--- src/rtl/common_pkg.sv ---
// Shared widths and types for the SRAM arbitration slice.
package common_pkg;
  localparam int RAM_ADDR_WIDTH  = 16;
  localparam int DATA_WIDTH      = 8;
  localparam int RAM_ARB_NUM_REQ = 3;

  typedef enum logic [1:0] {
    IDLE   = 2'd0,
    ACCESS = 2'd1,
    WAIT   = 2'd2,
    DONE   = 2'd3
  } ram_arb_state_t;
endpackage

--- src/rtl/ram_rr_select.sv ---
// Winner selection: requester 0 has strict priority, the rest rotate from rr_ptr_i.
module ram_rr_select
  import common_pkg::*;
#(
  parameter int NUM_REQ = RAM_ARB_NUM_REQ,
  parameter int IDX_W   = $clog2(NUM_REQ)
) (
  input  logic [NUM_REQ-1:0] req_i,
  input  logic [IDX_W-1:0]   rr_ptr_i,
  output logic [IDX_W-1:0]   grant_o,
  output logic               valid_o
);
  logic [IDX_W:0]   sum;
  logic [IDX_W-1:0] idx;

  // Scan from the farthest offset down so the nearest request to rr_ptr_i wins.
  always_comb begin
    grant_o = '0;
    valid_o = 1'b0;
    sum     = '0;
    idx     = '0;
    if (req_i[0]) begin
      valid_o = 1'b1;
    end else begin
      for (int off = NUM_REQ - 2; off >= 0; off--) begin
        sum = {1'b0, rr_ptr_i} + (IDX_W + 1)'(off);
        if (sum >= (IDX_W + 1)'(NUM_REQ)) sum = sum - (IDX_W + 1)'(NUM_REQ - 1);
        idx = sum[IDX_W-1:0];
        if (req_i[idx]) begin
          grant_o = idx;
          valid_o = 1'b1;
        end
      end
    end
  end
endmodule

--- src/rtl/ram_arbiter.sv ---
// Shares one external SRAM port among NUM_REQ requesters; one fixed 4-cycle access per grant.
module ram_arbiter
  import common_pkg::*;
#(
  parameter int NUM_REQ = RAM_ARB_NUM_REQ
) (
  input  logic                              clock_i,
  input  logic                              reset_n_i,
  input  logic [NUM_REQ-1:0]                req_i,
  input  logic [NUM_REQ-1:0]                we_i,
  input  logic [NUM_REQ*RAM_ADDR_WIDTH-1:0] addr_i,
  input  logic [NUM_REQ*DATA_WIDTH-1:0]     wr_data_i,
  output logic [NUM_REQ-1:0]                ack_o,
  output logic [DATA_WIDTH-1:0]             rd_data_o,
  output logic                              busy_o,
  output logic [RAM_ADDR_WIDTH-1:0]         ram_addr_o,
  output logic [DATA_WIDTH-1:0]             ram_data_o,
  input  logic [DATA_WIDTH-1:0]             ram_data_i,
  output logic                              ram_we_n_o,
  output logic                              ram_oe_n_o
);
  localparam int IDX_W = $clog2(NUM_REQ);

  ram_arb_state_t              state_q, state_d;
  logic [IDX_W-1:0]            grant_q, grant_d, rr_ptr_q, rr_ptr_d, sel_idx;
  logic                        we_q, we_d, sel_valid;
  logic [NUM_REQ-1:0]          ack_q, ack_d;
  logic [DATA_WIDTH-1:0]       rd_data_q, rd_data_d, ram_data_q, ram_data_d;
  logic [RAM_ADDR_WIDTH-1:0]   ram_addr_q, ram_addr_d;
  logic                        ram_we_n_q, ram_we_n_d, ram_oe_n_q, ram_oe_n_d;

  ram_rr_select #(.NUM_REQ(NUM_REQ), .IDX_W(IDX_W)) u_sel (
    .req_i    (req_i),
    .rr_ptr_i (rr_ptr_q),
    .grant_o  (sel_idx),
    .valid_o  (sel_valid)
  );

  always_ff @(posedge clock_i or negedge reset_n_i) begin
    if (!reset_n_i) state_q <= IDLE;
    else            state_q <= state_d;
  end

  always_comb begin
    state_d = state_q;
    case (state_q)
      IDLE:    if (sel_valid) state_d = ACCESS;
      ACCESS:  state_d = WAIT;
      WAIT:    state_d = DONE;
      DONE:    state_d = IDLE;
      default: state_d = IDLE;
    endcase
  end

  // Pin registers are loaded on the IDLE->ACCESS edge, so ram_addr_q doubles as the latched address.
  always_comb begin
    grant_d    = grant_q;
    we_d       = we_q;
    rr_ptr_d   = rr_ptr_q;
    ack_d      = '0;
    rd_data_d  = rd_data_q;
    ram_addr_d = ram_addr_q;
    ram_data_d = ram_data_q;
    ram_we_n_d = 1'b1;
    ram_oe_n_d = 1'b1;
    case (state_q)
      IDLE: begin
        if (sel_valid) begin
          grant_d    = sel_idx;
          we_d       = we_i[sel_idx];
          ram_addr_d = addr_i[int'(sel_idx)*RAM_ADDR_WIDTH +: RAM_ADDR_WIDTH];
          if (we_i[sel_idx]) begin
            ram_we_n_d = 1'b0;
            ram_data_d = wr_data_i[int'(sel_idx)*DATA_WIDTH +: DATA_WIDTH];
          end else begin
            ram_oe_n_d = 1'b0;
          end
          if (sel_idx != '0) begin
            if (sel_idx == IDX_W'(NUM_REQ - 1)) rr_ptr_d = IDX_W'(1);
            else                                rr_ptr_d = sel_idx + IDX_W'(1);
          end
        end
      end
      WAIT: begin
        if (!we_q) rd_data_d = ram_data_i;
        ack_d = NUM_REQ'(1) << grant_q;
      end
      default: ;
    endcase
  end

  always_ff @(posedge clock_i or negedge reset_n_i) begin
    if (!reset_n_i) begin
      grant_q    <= '0;
      we_q       <= 1'b0;
      rr_ptr_q   <= IDX_W'(1);
      ack_q      <= '0;
      rd_data_q  <= '0;
      ram_addr_q <= '0;
      ram_data_q <= '0;
      ram_we_n_q <= 1'b1;
      ram_oe_n_q <= 1'b1;
    end else begin
      grant_q    <= grant_d;
      we_q       <= we_d;
      rr_ptr_q   <= rr_ptr_d;
      ack_q      <= ack_d;
      rd_data_q  <= rd_data_d;
      ram_addr_q <= ram_addr_d;
      ram_data_q <= ram_data_d;
      ram_we_n_q <= ram_we_n_d;
      ram_oe_n_q <= ram_oe_n_d;
    end
  end

  assign ack_o      = ack_q;
  assign rd_data_o  = rd_data_q;
  assign busy_o     = (state_q != IDLE);
  assign ram_addr_o = ram_addr_q;
  assign ram_data_o = ram_data_q;
  assign ram_we_n_o = ram_we_n_q;
  assign ram_oe_n_o = ram_oe_n_q;
endmodule

--- config.mk ---
export PLATFORM = sky130hd
export DESIGN_NAME = ram_arbiter
export DESIGN_NICKNAME = d
export VERILOG_FILES = /design/src/rtl/common_pkg.sv /design/src/rtl/ram_rr_select.sv /design/src/rtl/ram_arbiter.sv
export SDC_FILE = /design/constraint.sdc
export NUM_CORES = 1
export LEC_CHECK = 0
export CAP_MARGIN = 20
export CORE_UTILIZATION = 37
export DETAILED_ROUTE_END_ITERATION = 8
export PLACE_DENSITY = 0.9
export RECOVER_POWER = 50
export SETUP_SLACK_MARGIN = 0.05
export SLEW_MARGIN = 40
export SYNTH_ARGS = -nofsm -noshare
export SYNTH_HDL_FRONTEND = slang
export SYNTH_SLANG_ARGS = --single-unit
--- constraint.sdc ---
create_clock -name clock_i -period 2.15 [get_ports clock_i]
set_input_delay 0.3225 -clock clock_i [delete_from_list [all_inputs] [get_ports clock_i]]
set_output_delay 0.3225 -clock clock_i [all_outputs]
set_load 0.02 [all_outputs]
Word level (Yosys, flattened, before mapping) --
Cells that the tools add are included.
Word-level totals: register bits 44, input bits 88, output and inout port bits 38
Operators by class: add/sub/neg operators 4, magnitude comparators 5, eq/ne operators 5, shift operators 3, muxes and demuxes 26, bitwise logic cells 1, reductions and logical operators 7
Operator list (number):
- $shiftx A48 B7 Y16 | 1
- $shiftx A24 B6 Y8 | 1
- $mux W2 | 9
- $mux W1 | 12
- $lt A2 B3 Y1 const B | 3
- $pmux W2 S4 | 1
- $bmux W1 S2 | 3
- $eq A2 B2 Y1 const B | 3
- $reduce_and A3 Y1 | 2
- $reduce_and A2 Y1 | 2
- $reduce_bool A2 Y1 | 2
- $sub A2 B2 Y2 const B | 2
- $add A2 B1 Y3 const B | 1
- $ge A3 B2 Y1 const B | 1
- $mux W3 | 1
- $shl A1 B2 Y3 const A | 1
- $add A2 B1 Y2 const B | 1
- $eq A2 B1 Y1 const B | 1
- $ge A2 B2 Y1 const B | 1
- $logic_not A2 Y1 | 1
- $ne A2 B2 Y1 const B | 1
- $not A1 Y1 | 1

Depth between registers and ports, before layout --
word-level depth 14, gate-level depth with buffers 7, gate-level depth less buffers 5

Hierarchy --
A second synthesis with hierarchy kept.
Second synthesis, totals: cell total of the unflattened synthesis 198, area total of the unflattened synthesis 2230.9 um^2
Modules (own cells, without submodules):
- ram_arbiter | times used 1, cells each 188, area an instance 2173.3 um^2
- ram_rr_select | times used 1, cells each 10, area an instance 57.6 um^2

Worst setup path after synthesis --
No wires, ideal clock.
path type reg-to-reg, from reg state_q[0], to reg ram_data_q[0], in the netlist ram_data_o[0], library setup time 0.079 ns, arrival 1.602 ns, required time 2.071 ns, setup slack 0.468 ns, stages on the path, launching flop included 8, buffers on the path 2, clock period less this slack 1.682 ns, cell sequence dfrtp_1 inv_1 ha_1 clkbuf_1 nand2_1 nor3_2 buf_6 mux2i_1
On the way: longest elaborated chain between the ends 2
RTL lines:
- from (decl) | RTL line ram_arbiter.sv:24 | ram_arb_state_t state_q, state_d;
- from (signal assigned) | RTL line ram_arbiter.sv:41 | else state_q <= state_d;
- $logic_not A2 Y1 | RTL line ram_arbiter.sv:66 | case (state_q)
- $reduce_and A3 Y1 (no line)
- to (signal assigned) | RTL line ram_arbiter.sv:110 | ram_data_q <= ram_data_d;
- to (decl) | RTL line ram_arbiter.sv:28 | logic [DATA_WIDTH-1:0] rd_data_q, rd_data_d, ram_data_q, ram_data_d;
No other way between the ends. A chain may end at the register's enable or synchronous reset.

Worst setup path in the final report --
from reg state_q[0], to out busy_o
On the way: longest elaborated chain between the ends 1
RTL lines:
- $reduce_bool A2 Y1 | RTL line ram_arbiter.sv:118 | assign busy_o = (state_q != IDLE);
- to (decl) | RTL line ram_arbiter.sv:15 | output logic busy_o,
No other way between the ends.

==> out/results.tsv <==
metric	value	unit
Syn Nets	266	
Leak	1.43	nW
Routed met2 length	2780	µm
top cells by count, synth	41 x dfrtp_1, 24 x a222oi_1, 19 x nand2_1, 14 x inv_1, 13 x o21ai_1	
Synth Area in Adders	0.0124	
number of global-route vias before repair	1889	
Clock Tree Buf Depth	2	
hold_buf cts	0	
CORE AREA	5170	µm²
dpl cell area	3370	µm²
mean post-synth cell area	11.5	µm²
Pwr Density	1220	nW/µm²
Total GRT Usage	0.193	
critical path arrival	1640	ps
Routed Antenna Nets	0	
main combinational cell family by area after synthesis	compound AO/OA/AOI/OAI gates	
Worst-Skew Late Latency	280	ps
CP endpoint kind	primary output	
final hold viol count	0	
top cell type by total area after synthesis	dfrtp_1	
Post-synth EDFFs	0	
Synth Area in XOR/XNOR	0	
Rel. slew slack	0.312	
drt total wl	5340	µm
most frequent cell after synthesis	dfrtp_1	
CP Class	register to primary output	
Area Overhead vs Synth	69.9	%
final instance area	3430	µm²
Post-DP HPWL	4020	µm
Die Ht	75.9	µm
Yosys reg bits	44	
Synth async-reset ratio	1.00	
share of layout cells above drive strength 1	0.102	
number of H-tree levels	2	
M1 WL	2100	µm
predominant post-synthesis flop cell	dfrtp_1	
Final nets	394	
Layout Utilization	0.663	
cells after synthesis	176	
top cells by area, synth	dfrtp_1 51%, a222oi_1 12%, mux2_2 4.5%	
Worst setup SP type	register	
pin count of the biggest net entering global routing	45	
grt ovf	0	
violated checks	DRC	
max-cap violations	0	
peak supply drop	0.567	mV
share of the synthesized area in the top cell type	0.508	
RSZ-0062 raised after global routing	false	
Final Setup Violations	0	
CTS root buf	clkbuf_8	
Critical R2R Capture	ram_data_o[0]	
Fmax	0.510	GHz
vias per cell	5.07	
drt pass-1 iters	9	
via count	1903	
Rows	26	
top sig layer	met4	
TritonCTS clock tree	yes	
Final Cycle Share	0.911	
Starting Density	0.390	
Synth cell types	31	
remaining routing DRC violations	1	
R2R cell count	5	
met3 wire length	407	µm
first-pass GRT wire length	8340	µm
RR Startpoint	rr_ptr_q[0]	
post-synthesis compound-gate area fraction	0.221	
crit path max fanout	10	
outcome	complete, but fails checks	
setup_tns	0	ps
Worst Clk Skew	3.92	ps
Placement Setup Slack	137	ps
Clock Sinks	44	
DIE WIDTH	75.9	µm
Tot Pwr	0.00417	W
Final Max Tran Viols	0	
worst hold path class	input port to asynchronous set/reset pin	
port bufs	125	
register area share after synthesis	0.547	
area of the die	5750	µm²
multiplexer area fraction after synthesis	0.0843	
minimum clock period	1960	ps
simple-gate share of the synthesized area	0.0787	
Slew @ Worst Pin	1030	ps
initial antenna violation count	0	
IO Count	126	
Critical Path RT	1830	ps
initial detailed-routing violation count	131	
final critical-path setup slack	191	ps
Mapped Area	2020	µm²
wire per inst	14.2	µm
Num CTS Buffers	5	
Ys Warns	0	
# diodes	0	
RePlAce Congestion	0.697	
Reg2Reg Setup Slack	320	ps
clock-pin slew on the worst setup and hold paths	80	ps
Worst Setup SP	state_q[0]	
metrics by stage:
stage,instances,hold slack [ps]
floorplan,176,26.9
CTS,375,13.2
finish,375,297
detailed placement,367,324
global placement,367,317
global route,375,399
area by class of cell:
class	count	area, µm²
fill	410	1740
sequential	44	1100
tap	70	87.6
inverter	15	56.3
multi-input combinational	105	796
timing repair buffer	133	1290
clock buffer	8	90.1
cell usage in the layout, fill, tap and decap left out, types with 2 or more instances in the layout:
master	count
nand2b_1	3
mux2_2	8
dfrtp_1	41
and3b_1	2
clkbuf_1	3
a222oi_1	24
clkbuf_2	3
nand2_1	19
o21ai_0	5
clkbuf_8	6
buf_4	4
a21oi_1	4
mux2i_1	8
nor2b_1	2
inv_1	14
a22o_1	2
o21ai_1	13
nor2_1	2
clkdlybuf4s50_1	123
dfstp_2	3
report_power, final:
part           switching (W)  total [W]  internal (W)  leakage, nW
clock network       0.000253   0.000515      0.000262       0.0455
logic                0.00109    0.00221       0.00112        0.848
registers           0.000216    0.00145       0.00123        0.536
total                0.00156    0.00417       0.00261         1.43
cell families (layout without fill, tap and decap cells):
group / Yosys count / count (layout)
flops: 44 / 44
compound gates: 55 / 55
buf+inv: 27 / 156
mux: 16 / 16
simple gates: 32 / 32
fa+ha+maj: 2 / 2
metal layers:
metal / vias to the layer above / track usage
met1: 899 / 0.212
li1: 913 / -
met4: 0 / 0.0658
met5: - / 0
met2: 87 / 0.357
met3: 4 / 0.0516
registers in the layout, indices dropped and copies added (netlist names):
| name | cells |
|---|---|
| ram_oe_n_o | 1 |
| we_q | 1 |
| grant_q | 2 |
| ram_we_n_o | 1 |
| rr_ptr_q | 2 |
| ack_o | 3 |
| ram_data_o | 8 |
| state_q | 2 |
| rd_data_o | 8 |
| ram_addr_o | 16 |
worst max-delay path, cell delays in order (launching register included):
cell and delay [ps]:
dfrtp_1 390, inv_1 90, ha_2 280, inv_1 60
clkdlybuf4s50_1 530
how the worst max path moves through the flow:
stage               endpoint  slack, ps  cells past startpoint
6_report              busy_o        190                      4
4_1_cts               busy_o        110                      4
5_1_grt               busy_o        110                      4
3_5_place_dp   ram_data_o[0]        140                      7
2_1_floorplan  ram_data_o[0]        470                      7
3_3_place_gp   ram_data_o[0]        230                      7
repair_timing:
| action | 4_1_cts | 5_1_grt |
|---|---|---|
| resized for setup | 0 | 1 |
| endpoints found under the setup margin | 0 | 1 |
| hold endpoints to repair | 0 | 0 |
| setup buffers | 0 | 0 |
(Power assumes the default switching activity.)
